$ cat config.mk
export PLATFORM = sky130hd
export DESIGN_NAME = serializador_4bits
export DESIGN_NICKNAME = d
export VERILOG_FILES = /design/src/rtl/serializador_4bits.sv
export SDC_FILE = /design/constraint.sdc
export NUM_CORES = 1
export LEC_CHECK = 0
export BUFFER_PORTS_ARGS = -buffer_cell sky130_fd_sc_hd__buf_2
export CORE_UTILIZATION = 40
export DETAILED_ROUTE_END_ITERATION = 16
export HOLD_SLACK_MARGIN = 0.03
export PLACE_DENSITY_LB_ADDON = 0.08
export SYNTH_ARGS = -nofsm -noshare
export SYNTH_HDL_FRONTEND = slang
export SYNTH_SLANG_ARGS = --single-unit
$ cat constraint.sdc
create_clock -name clk_2 -period 3.9 [get_ports clk_2]
set_clock_uncertainty 0.15 [all_clocks]
set_input_delay 0.585 -clock clk_2 [delete_from_list [all_inputs] [get_ports clk_2]]
set_output_delay 0.585 -clock clk_2 [all_outputs]
set_load 0.005 [all_outputs]
$ cat src/rtl/serializador_4bits.sv
// ---------------------------------------------------------------------------
// serializador_4bits
//   Parallel-to-serial transmitter with a UART-like frame:
//   one start bit (0), NBITS_REG data bits LSB first, one stop bit (1).
//   Every bit is held on the line for BIT_CYCLES clocks. The last accepted
//   word is kept in a display register and shown on a 7-segment decoder.
//
// Ports
//   clk_2         in   1          clock, rising edge
//   reset         in   1          synchronous reset, active high
//   start         in   1          level-sampled transmit request (IDLE only)
//   dado_paralelo in   NBITS_REG  word to transmit
//   serial_out    out  1          serial line, idles high (registered)
//   busy          out  1          high while a frame is on the line (registered)
//   done          out  1          one-cycle pulse after the stop bit (registered)
//   seg           out  8          7-segment code of the last accepted word
// ---------------------------------------------------------------------------
module serializador_4bits #(
  parameter int NBITS_REG  = 4,
  parameter int BIT_CYCLES = 1    // 1..255
) (
  input  logic                 clk_2,
  input  logic                 reset,
  input  logic                 start,
  input  logic [NBITS_REG-1:0] dado_paralelo,
  output logic                 serial_out,
  output logic                 busy,
  output logic                 done,
  output logic [7:0]           seg
);

  localparam int IW = (NBITS_REG > 1) ? $clog2(NBITS_REG) : 1;
  localparam logic [7:0]    CNT_LAST = 8'(BIT_CYCLES - 1);
  localparam logic [IW-1:0] IDX_LAST = IW'(NBITS_REG - 1);

  typedef enum logic [1:0] {
    IDLE  = 2'd0,
    START = 2'd1,
    DATA  = 2'd2,
    STOP  = 2'd3
  } state_t;

  state_t               r_state;
  logic [NBITS_REG-1:0] r_shift;
  logic [NBITS_REG-1:0] r_disp;
  logic [7:0]           r_cnt;
  logic [IW-1:0]        r_idx;
  logic                 r_serial;
  logic                 r_busy;
  logic                 r_done;

  logic                 w_bit_end;
  logic [NBITS_REG-1:0] w_shift_nxt;
  logic [3:0]           w_nib;

  assign w_bit_end   = (r_cnt == CNT_LAST);
  assign w_shift_nxt = r_shift >> 1;

  // Outputs are driven from the state transition itself so that the line
  // value always matches the state entered on the same edge.
  always_ff @(posedge clk_2) begin
    if (reset) begin
      r_state  <= IDLE;
      r_shift  <= '0;
      r_disp   <= '0;
      r_cnt    <= '0;
      r_idx    <= '0;
      r_serial <= 1'b1;
      r_busy   <= 1'b0;
      r_done   <= 1'b0;
    end else begin
      r_done <= 1'b0;
      case (r_state)
        IDLE: begin
          r_serial <= 1'b1;
          r_busy   <= 1'b0;
          r_cnt    <= '0;
          r_idx    <= '0;
          // Also taken in the done cycle, giving back-to-back frames with a
          // single idle-high cycle between them.
          if (start) begin
            r_shift  <= dado_paralelo;
            r_disp   <= dado_paralelo;
            r_state  <= START;
            r_serial <= 1'b0;
            r_busy   <= 1'b1;
          end
        end
        START: begin
          if (w_bit_end) begin
            r_state  <= DATA;
            r_cnt    <= '0;
            r_idx    <= '0;
            r_serial <= r_shift[0];
          end else begin
            r_cnt <= r_cnt + 8'd1;
          end
        end
        DATA: begin
          if (w_bit_end) begin
            r_cnt   <= '0;
            r_shift <= w_shift_nxt;
            if (r_idx == IDX_LAST) begin
              r_state  <= STOP;
              r_idx    <= '0;
              r_serial <= 1'b1;
            end else begin
              r_idx    <= r_idx + IW'(1);
              r_serial <= w_shift_nxt[0];
            end
          end else begin
            r_cnt <= r_cnt + 8'd1;
          end
        end
        STOP: begin
          if (w_bit_end) begin
            r_state  <= IDLE;
            r_cnt    <= '0;
            r_serial <= 1'b1;
            r_busy   <= 1'b0;
            r_done   <= 1'b1;
          end else begin
            r_cnt <= r_cnt + 8'd1;
          end
        end
        default: begin
          r_state  <= IDLE;
          r_serial <= 1'b1;
          r_busy   <= 1'b0;
        end
      endcase
    end
  end

  assign serial_out = r_serial;
  assign busy       = r_busy;
  assign done       = r_done;

  // Display shows the low nibble of the latched word (zero-extended when
  // the word is narrower than 4 bits).
  assign w_nib = 4'(r_disp);

  always_comb begin
    seg = 8'h00;
    case (w_nib)
      4'h0: seg = 8'h3F;
      4'h1: seg = 8'h06;
      4'h2: seg = 8'h5B;
      4'h3: seg = 8'h4F;
      4'h4: seg = 8'h66;
      4'h5: seg = 8'h6D;
      4'h6: seg = 8'h7D;
      4'h7: seg = 8'h07;
      4'h8: seg = 8'h7F;
      4'h9: seg = 8'h6F;
      4'hA: seg = 8'h77;
      4'hB: seg = 8'h7C;
      4'hC: seg = 8'h39;
      4'hD: seg = 8'h5E;
      4'hE: seg = 8'h79;
      4'hF: seg = 8'h71;
      default: seg = 8'h00;
    endcase
  end

endmodule

== Word-level counts from Yosys, hierarchy flattened ==
Memories as Yosys holds them, arrays and structs flattened. A register that Yosys moved wholly into a read port is not among the register bits.
Index checks and enable logic that the tools add are counted.

* Memories kept: 1
* Memory bits (read-only): 112
* Register bits after elaboration: 23
* Output and inout bits: 11
* Word-level logic and storage cells: 60

* Equality and inequality tests: 9
* Reduce and logical (&&, ||, !) cells: 13
* Mux-type cells: 26
* Add/sub/neg operators: 2
* Bitwise operators: 1

{| class="wikitable"
|+ Memory list
! name !! words !! bits a word !! rd ports !! clocked after memory_dff !! wr ports !! line !! source
|-
| (name not given) || 16 || 7 || 1 || 1 || 0 || 145 || <nowiki>case (w_nib)</nowiki>
|}

{| class="wikitable"
|+ Operators with widths
! operator !! count
|-
| $mux W4 || 4
|-
| $pmux W8 S2 || 1
|-
| $mux W2 || 7
|-
| $ne A2 B2 Y1 const B || 5
|-
| $reduce_and A3 Y1 || 3
|-
| $add A8 B1 Y8 const B || 1
|-
| $logic_not A8 Y1 || 1
|-
| $mux W1 || 8
|-
| $mux W8 || 1
|-
| $pmux W2 S4 || 1
|-
| $pmux W4 S2 || 1
|-
| $eq A2 B2 Y1 const B || 3
|-
| $pmux W2 S3 || 1
|-
| $reduce_and A5 Y1 || 1
|-
| $pmux W1 S4 || 1
|-
| $reduce_and A2 Y1 || 2
|-
| $reduce_bool A2 Y1 || 2
|-
| $reduce_bool A3 Y1 || 1
|-
| $reduce_or A3 Y1 || 1
|-
| $add A2 B1 Y2 const B || 1
|-
| $eq A2 B1 Y1 const B || 1
|-
| $logic_not A2 Y1 || 1
|-
| $pmux W1 S2 || 1
|-
| $reduce_or A2 Y1 || 1
|-
| $not A1 Y1 || 1
|}

== Logic depth before layout (Yosys ltp) ==
Gate-level depths: netlist of run 1.

* Word-level depth: 4
* Mapped depth: 9
* Mapped depth without buffers: 9

== Worst setup path after synthesis of run 1 ==
OpenSTA, ideal clock, no wires.

* Path kind: input -> register
* Start point: input port reset
* End point: register seg[0] (netlist name)
* Path buffers: 1
* Library setup time: 79 ps
* Arrival time: 2022 ps
* Path slack: 1650 ps
* Cell stages on the path: 7
* Path through: buf_4 and4b_1 a31oi_1 inv_2 ha_1 or3_1 o211ai_1

* Longest elaborated chain between the ends: 1

{| class="wikitable"
|+ RTL lines
! what !! line !! source
|-
| start, declared || 23 || <nowiki>input logic reset,</nowiki>
|-
| $mux W4 (no source line) || -- ||
|}

Every way passes these cells.
A chain may end at the register's enable or synchronous reset.

== Final worst setup path of run 1 ==
* Start point: register r_state[0]
* End point: register seg[0] (netlist name)

* Longest elaborated chain between the ends: 4

{| class="wikitable"
|+ RTL lines
! what !! line !! source
|-
| start, declared || 43 || <nowiki>state_t r_state;</nowiki>
|-
| start signal, assigned || 63 || <nowiki>r_state <= IDLE;</nowiki>
|-
| start signal, assigned || 84 || <nowiki>r_state <= START;</nowiki>
|-
| start signal, assigned || 91 || <nowiki>r_state <= DATA;</nowiki>
|-
| $logic_not A2 Y1 || 73 || <nowiki>case (r_state)</nowiki>
|-
| $reduce_and A2 Y1 (no source line) || -- ||
|-
| $mux W4 (no source line) (2 in series) || -- ||
|}

Every way passes these cells.

==> flow_summary.yaml, run 1 <==
logic_synthesis:
  synth-edff-count: 0
  ys_seq_elements: 30
  yosys_warnings: 0
  synth_area_per_cell_um2: 9.82
  async_reset_ff_frac: 0
  syn_inst: 162
  synth.distinct_cells: 48
  syn_nets: 184
  synthesis.area_um2: 1590
  yosysTopAreaCell: "dfxtp_1"
  synth_ff_type: "dfxtp_1"
  synthTopCellsByArea: "dfxtp_1 38%, ha_1 12%, mux2i_1 4.4%, nor2_1 3.1%, a31oi_4 2.7%"
  synth_top_area_frac: 0.377
  seq_area_frac_synth: 0.377
final_layout:
  area_delta_synth_final_pct: 12.6
  num_antenna_cells: 0
  most-common-layout-cells: "30 x dfxtp_1, 16 x buf_2, 15 x ha_1"
  layout.nets: 201
  layout_commonest_cell: "dfxtp_1"
  fill_cells: 383
  drive_gt1_frac: 0.206
  postLayoutCoreUtil: 0.479
route:
  wl_per_cell_um: 13.6
  drc_errors: 0
  vias: 1207
  first_pass_iters: 4
  routed_via_density: 5.29
  dr.first_iter.drc_count: 47
  ant_nets: 0
  finalWirelength_um: 3110
outcome:
  status: "finished clean"
pwr:
  powerDensity_nw_per_um2: 534
  p_leak_nw: 0.758
  ir_drop_mv: 0.229
clocking:
  postCtsSetupRepairBufs: 0
  cts_tree: "built"
  cts_root_buf: "clkbuf_8"
  cts_sinks: 30
  clkTransAtPathRegs_ns: 0.06
  ctsLongestPathBuffers: 2
  ctsResizeCount: 0
  ctsHoldBuffers: 0
  htreeDepth: 2
  cts_buffers: 5
  clk_latency_ns: 0.28
global_route:
  grt_max_degree: 17
  track_usage: 0.167
  antenna_found_initial: 0
  grt_pass1_vias: 1179
  globalRoute.totalOverflow: 0
  grt_pass1_wl_um: 5330
floorplan:
  start_util: 0.425
  core_area_um2: 3740
  die_w_um: 65.1
  rows: 22
  num_io_pins: 18
  die_h_um: 65.1
  die_area_um2: 4230
place:
  gp_congestion: 0.817
  dp_hpwl_um: 2260
  place_ws_ns: 1.17
  io_buffers: 16
setup_path:
  crit_fanout: 7
  crit_required_ns: 3.95
  start_kind: "flop"
  critPathKind: "flop to flop"
  critPathCaptureType: "flop"
  cp.arrival_ns: 2.65
  r2r_cells: 9
timing:
  relSlewSlack: 0.604
  maxSlewViolCount: 0
  fin_crit_sh: 0.667
  timing.final.ws_setup_ns: 1.30
  fmax_ghz: 0.384
  tightest_slew_ns: 0.594
  rsz0062_at_grt: "false"
  setup_viol: 0
  tns_ns: 0
  period_minus_slack_ns: 2.60
  report.final.hold_viol_count: 0
worst_hold_path:
  hold_depth: 2
  min_path_type: "flop to flop"
job:
  drv_cap: 0
==> final timing paths <==
path / end / from / slack [ns]
max: seg[0] / r_state[0] / 1.30
min: r_shift[2] / r_shift[2] / 0.30
max reg2reg: seg[0] / r_state[0] / 1.30
min reg2reg: r_shift[2] / r_shift[2] / 0.30
==> where the power goes <==
| group | total [W] | internal, W | switching [W] |
|---|---|---|---|
| Combinational | 0.000306 | 0.000138 | 0.000168 |
| Sequential | 0.000398 | 0.000369 | 0.0000285 |
| Clock | 0.000253 | 0.000142 | 0.000111 |
==> area by class of cell <==
cell class | count | area (um2) | share of cell area
Timing Repair Buffer | 16 | 80.1 | 0.0447
Sequential cell | 30 | 601 | 0.335
Clock inverter | 1 | 5.00 | 0.00279
Inverter | 11 | 43.8 | 0.0244
Multi-Input combinational cell | 115 | 916 | 0.511
Clock buffer | 7 | 86.3 | 0.0482
Tap cell | 48 | 60.1 | 0.0335
==> cells by family after synthesis <==
group                      Yosys count  share of synthesized area
xor gates and xnor gates             7                     0.0385
buffers and inverters               17                     0.0472
AOI/OAI and AO/OA                   31                      0.159
and+or+nand+nor                     53                      0.207
other                                1                    0.00236
adders and majority gates           15                      0.118
muxes                                8                     0.0511
DFF                                 30                      0.377
==> critical path, cell delays in order, from the launching register on <==
cell and delay [ns]:
dfxtp_1 0.34, inv_1 0.11, ha_1 0.34, nand2_4 0.15, mux2i_1 0.15, nor2_1 0.38, inv_1 0.19, ha_1 0.26
or3_1 0.36, o211ai_1 0.09
==> synth_stat cells (2+ instances only) <==
cell	number
nand3_1	2
ha_1	15
and3_1	2
dfxtp_1	30
o21ai_1	3
a211oi_1	2
nor3_1	5
buf_4	2
a22oi_1	2
or3_1	4
o22a_1	2
nor2_1	13
o211ai_1	2
clkbuf_1	3
a32oi_1	4
nor2b_1	3
and4b_4	2
a21oi_1	2
xor2_1	3
nand2_1	11
o21ai_0	2
xnor2_1	4
a31oi_4	2
inv_2	2
mux2i_1	7
a31oi_1	4
inv_1	8
==> registers in the layout (all words and copies together), names as in the netlist <==
| signal | cells |
|---|---|
| r_cnt | 8 |
| serial_out | 1 |
| busy | 1 |
| r_shift | 4 |
| r_state | 2 |
| r_disp | 4 |
| r_idx | 2 |
| done | 1 |
| seg | 7 |
==> metrics by stage <==
step | hold slack (ns) | cells | total power [W] | instance area, um2
after global routing | 0.329 | 228 | 0.00103 | 1790
after floorplan | 0.279 | 162 | 0.000625 | 1590
after global placement | 0.296 | 220 | 0.000707 | 1700
after detailed placement | 0.293 | 220 | 0.000711 | 1700
final | 0.305 | 228 | 0.000957 | 1790
after CTS | 0.304 | 228 | 0.000973 | 1790
==> layer usage <==
layer / GRT usage / wire length, um
met4: 0.0734 / 47
met2: 0.276 / 1490
met3: 0.0475 / 124
met1: 0.201 / 1440
met5: 0 / 0
No activity file was read; power rests on OpenSTA's default activity.
==> inputs of run 2 (changes only) <==
==> constraint.sdc (replaced) <==
create_clock -name clk_2 -period 2.7 [get_ports clk_2]
set_clock_uncertainty 0.15 [all_clocks]
set_input_delay 0.405 -clock clk_2 [delete_from_list [all_inputs] [get_ports clk_2]]
set_output_delay 0.405 -clock clk_2 [all_outputs]
set_load 0.005 [all_outputs]
==> flow_summary.yaml, run 2 (synthesis gave the netlist of run 1 again) <==
place:
  place_inst: 222
  io_buffers: 16
  gp_congestion: 0.820
  dp_hpwl_um: 2260
clocking:
  clkTransAtPathRegs_ns: 0.06
  postCtsSetupRepairBufs: 0
  htreeDepth: 2
  cts_root_buf: "clkbuf_8"
  cts_sinks: 30
  cts_tree: "built"
  ctsHoldBuffers: 0
  cts_buffers: 5
  ctsLongestPathBuffers: 2
  ctsResizeCount: 0
  clk_latency_ns: 0.28
global_route:
  grt_max_degree: 14
  globalRoute.totalOverflow: 0
  track_usage: 0.169
  antenna_found_initial: 0
  grt_pass1_wl_um: 5320
  grt_pass1_vias: 1177
final_layout:
  largest_reg_flops: 8
  num_antenna_cells: 0
  drive_gt1_frac: 0.217
  final-instance-count-excl-fill: 228
  regArea_um2: 601
  area_delta_synth_final_pct: 13.1
  most-common-layout-cells: "30 x dfxtp_1, 16 x buf_2, 15 x ha_1"
  fill_cells: 380
  layout_commonest_cell: "dfxtp_1"
  top_register: "r_cnt"
  multi_input_area_um2: 918
  layout.nets: 203
floorplan:
  die_h_um: 65.1
  core_area_um2: 3740
  num_io_pins: 18
  rows: 22
  die_w_um: 65.1
  die_area_um2: 4230
  start_util: 0.425
setup_path:
  crit_required_ns: 2.75
  slowest_stage: "or3_1"
  critPathCaptureType: "flop"
  crit_chain: "inv_1 > ha_1 > nand2_4 > mux2i_1 > nor2_2 > inv_1 > ha_1 > or3_1 > o211ai_1"
  timing.rr.start: "r_state[1]"
  crit_path_max_incr_delay_ns: 0.37
  critPathKind: "flop to flop"
  crit_fanout: 7
  r2r_cells: 9
  r2r_end: "seg[0]"
  start_kind: "flop"
  cp.arrival_ns: 2.43
  rrSetupSlack_ns: 0.33
timing:
  fmax_ghz: 0.421
  report.final.hold_viol_count: 0
  fin_crit_sh: 0.879
  period_minus_slack_ns: 2.37
  maxSlewViolCount: 0
  tightest_slew_ns: 0.545
  relSlewSlack: 0.634
  rsz0062_at_grt: "false"
  setup_viol: 0
  tns_ns: 0
route:
  ant_nets: 0
  dr.first_iter.drc_count: 45
  vias: 1201
  drc_errors: 0
  wl_per_cell_um: 13.5
  first_pass_iters: 4
  finalWirelength_um: 3080
  routed_via_density: 5.27
worst_hold_path:
  min_to: "r_shift[0]"
  hold_depth: 3
  hold_start: "dado_paralelo[0]"
  min_path_type: "input pin to flop"
job:
  drv_cap: 0
outcome:
  status: "finished clean"
pwr:
  p_leak_nw: 0.762
  powerDensity_nw_per_um2: 759
  ir_drop_mv: 0.333
[run 2: power breakdown]
part | internal [W] | switching, W
clock network | 0.000196 | 0.000155
logic | 0.000202 | 0.000238
registers | 0.000534 | 0.0000426
[run 2: layer usage]
| layer | wire [um] | up-vias | global-route usage |
|---|---|---|---|
| li1 | - | 612 | - |
| met1 | 1580 | 562 | 0.206 |
| met3 | 84 | 8 | 0.0423 |
| met2 | 1330 | 19 | 0.263 |
| met4 | 84 | 0 | 0.106 |
| met5 | 0 | - | 0 |
[run 2: layout make-up]
class                      instances  share of cell area
multi-input combinational        115               0.510
sequential                        30               0.334
timing repair buffer              18              0.0528
clock buffer                       6              0.0459
tap                               48              0.0334
inverter                          11              0.0243
[run 2: worst max-delay path, delay by kind of cell (launching register included)]
| family | cells | cell delay, ns |
|---|---|---|
| DFF | 1 | 0.34 |
| adders and majority gates | 2 | 0.56 |
| AOI/OAI and AO/OA | 1 | 0.09 |
| and+or+nand+nor | 3 | 0.74 |
| muxes | 1 | 0.16 |
| buffers and inverters | 2 | 0.26 |
[run 2: how the worst max path moves through the flow]
stage / start / endpoint / slack, ns / cells after the start
after global routing: r_state[1] / seg[0] / 0.11 / 9
after floorplan: r_state[0] / seg[0] / 0.46 / 8
after CTS: r_state[0] / seg[0] / 0.16 / 9
final: r_state[1] / seg[0] / 0.33 / 9
after detailed placement: r_state[0] / seg[0] / 0.22 / 9
after global placement: r_state[0] / seg[0] / 0.36 / 9
[run 2: per-stage QoR]
stage | cell area (um2) | setup WS [ns] | utilization | power, W | hold WS [ns]
after global routing | 1800 | 0.111 | 0.481 | 0.00146 | 0.222
after floorplan | 1590 | 0.456 | - | 0.000902 | 0.279
after CTS | 1800 | 0.164 | 0.480 | 0.00138 | 0.206
final | 1800 | 0.327 | 0.481 | 0.00137 | 0.209
after detailed placement | 1720 | 0.221 | 0.458 | 0.00103 | 0.291
after global placement | 1720 | 0.362 | 0.458 | 0.00102 | 0.290
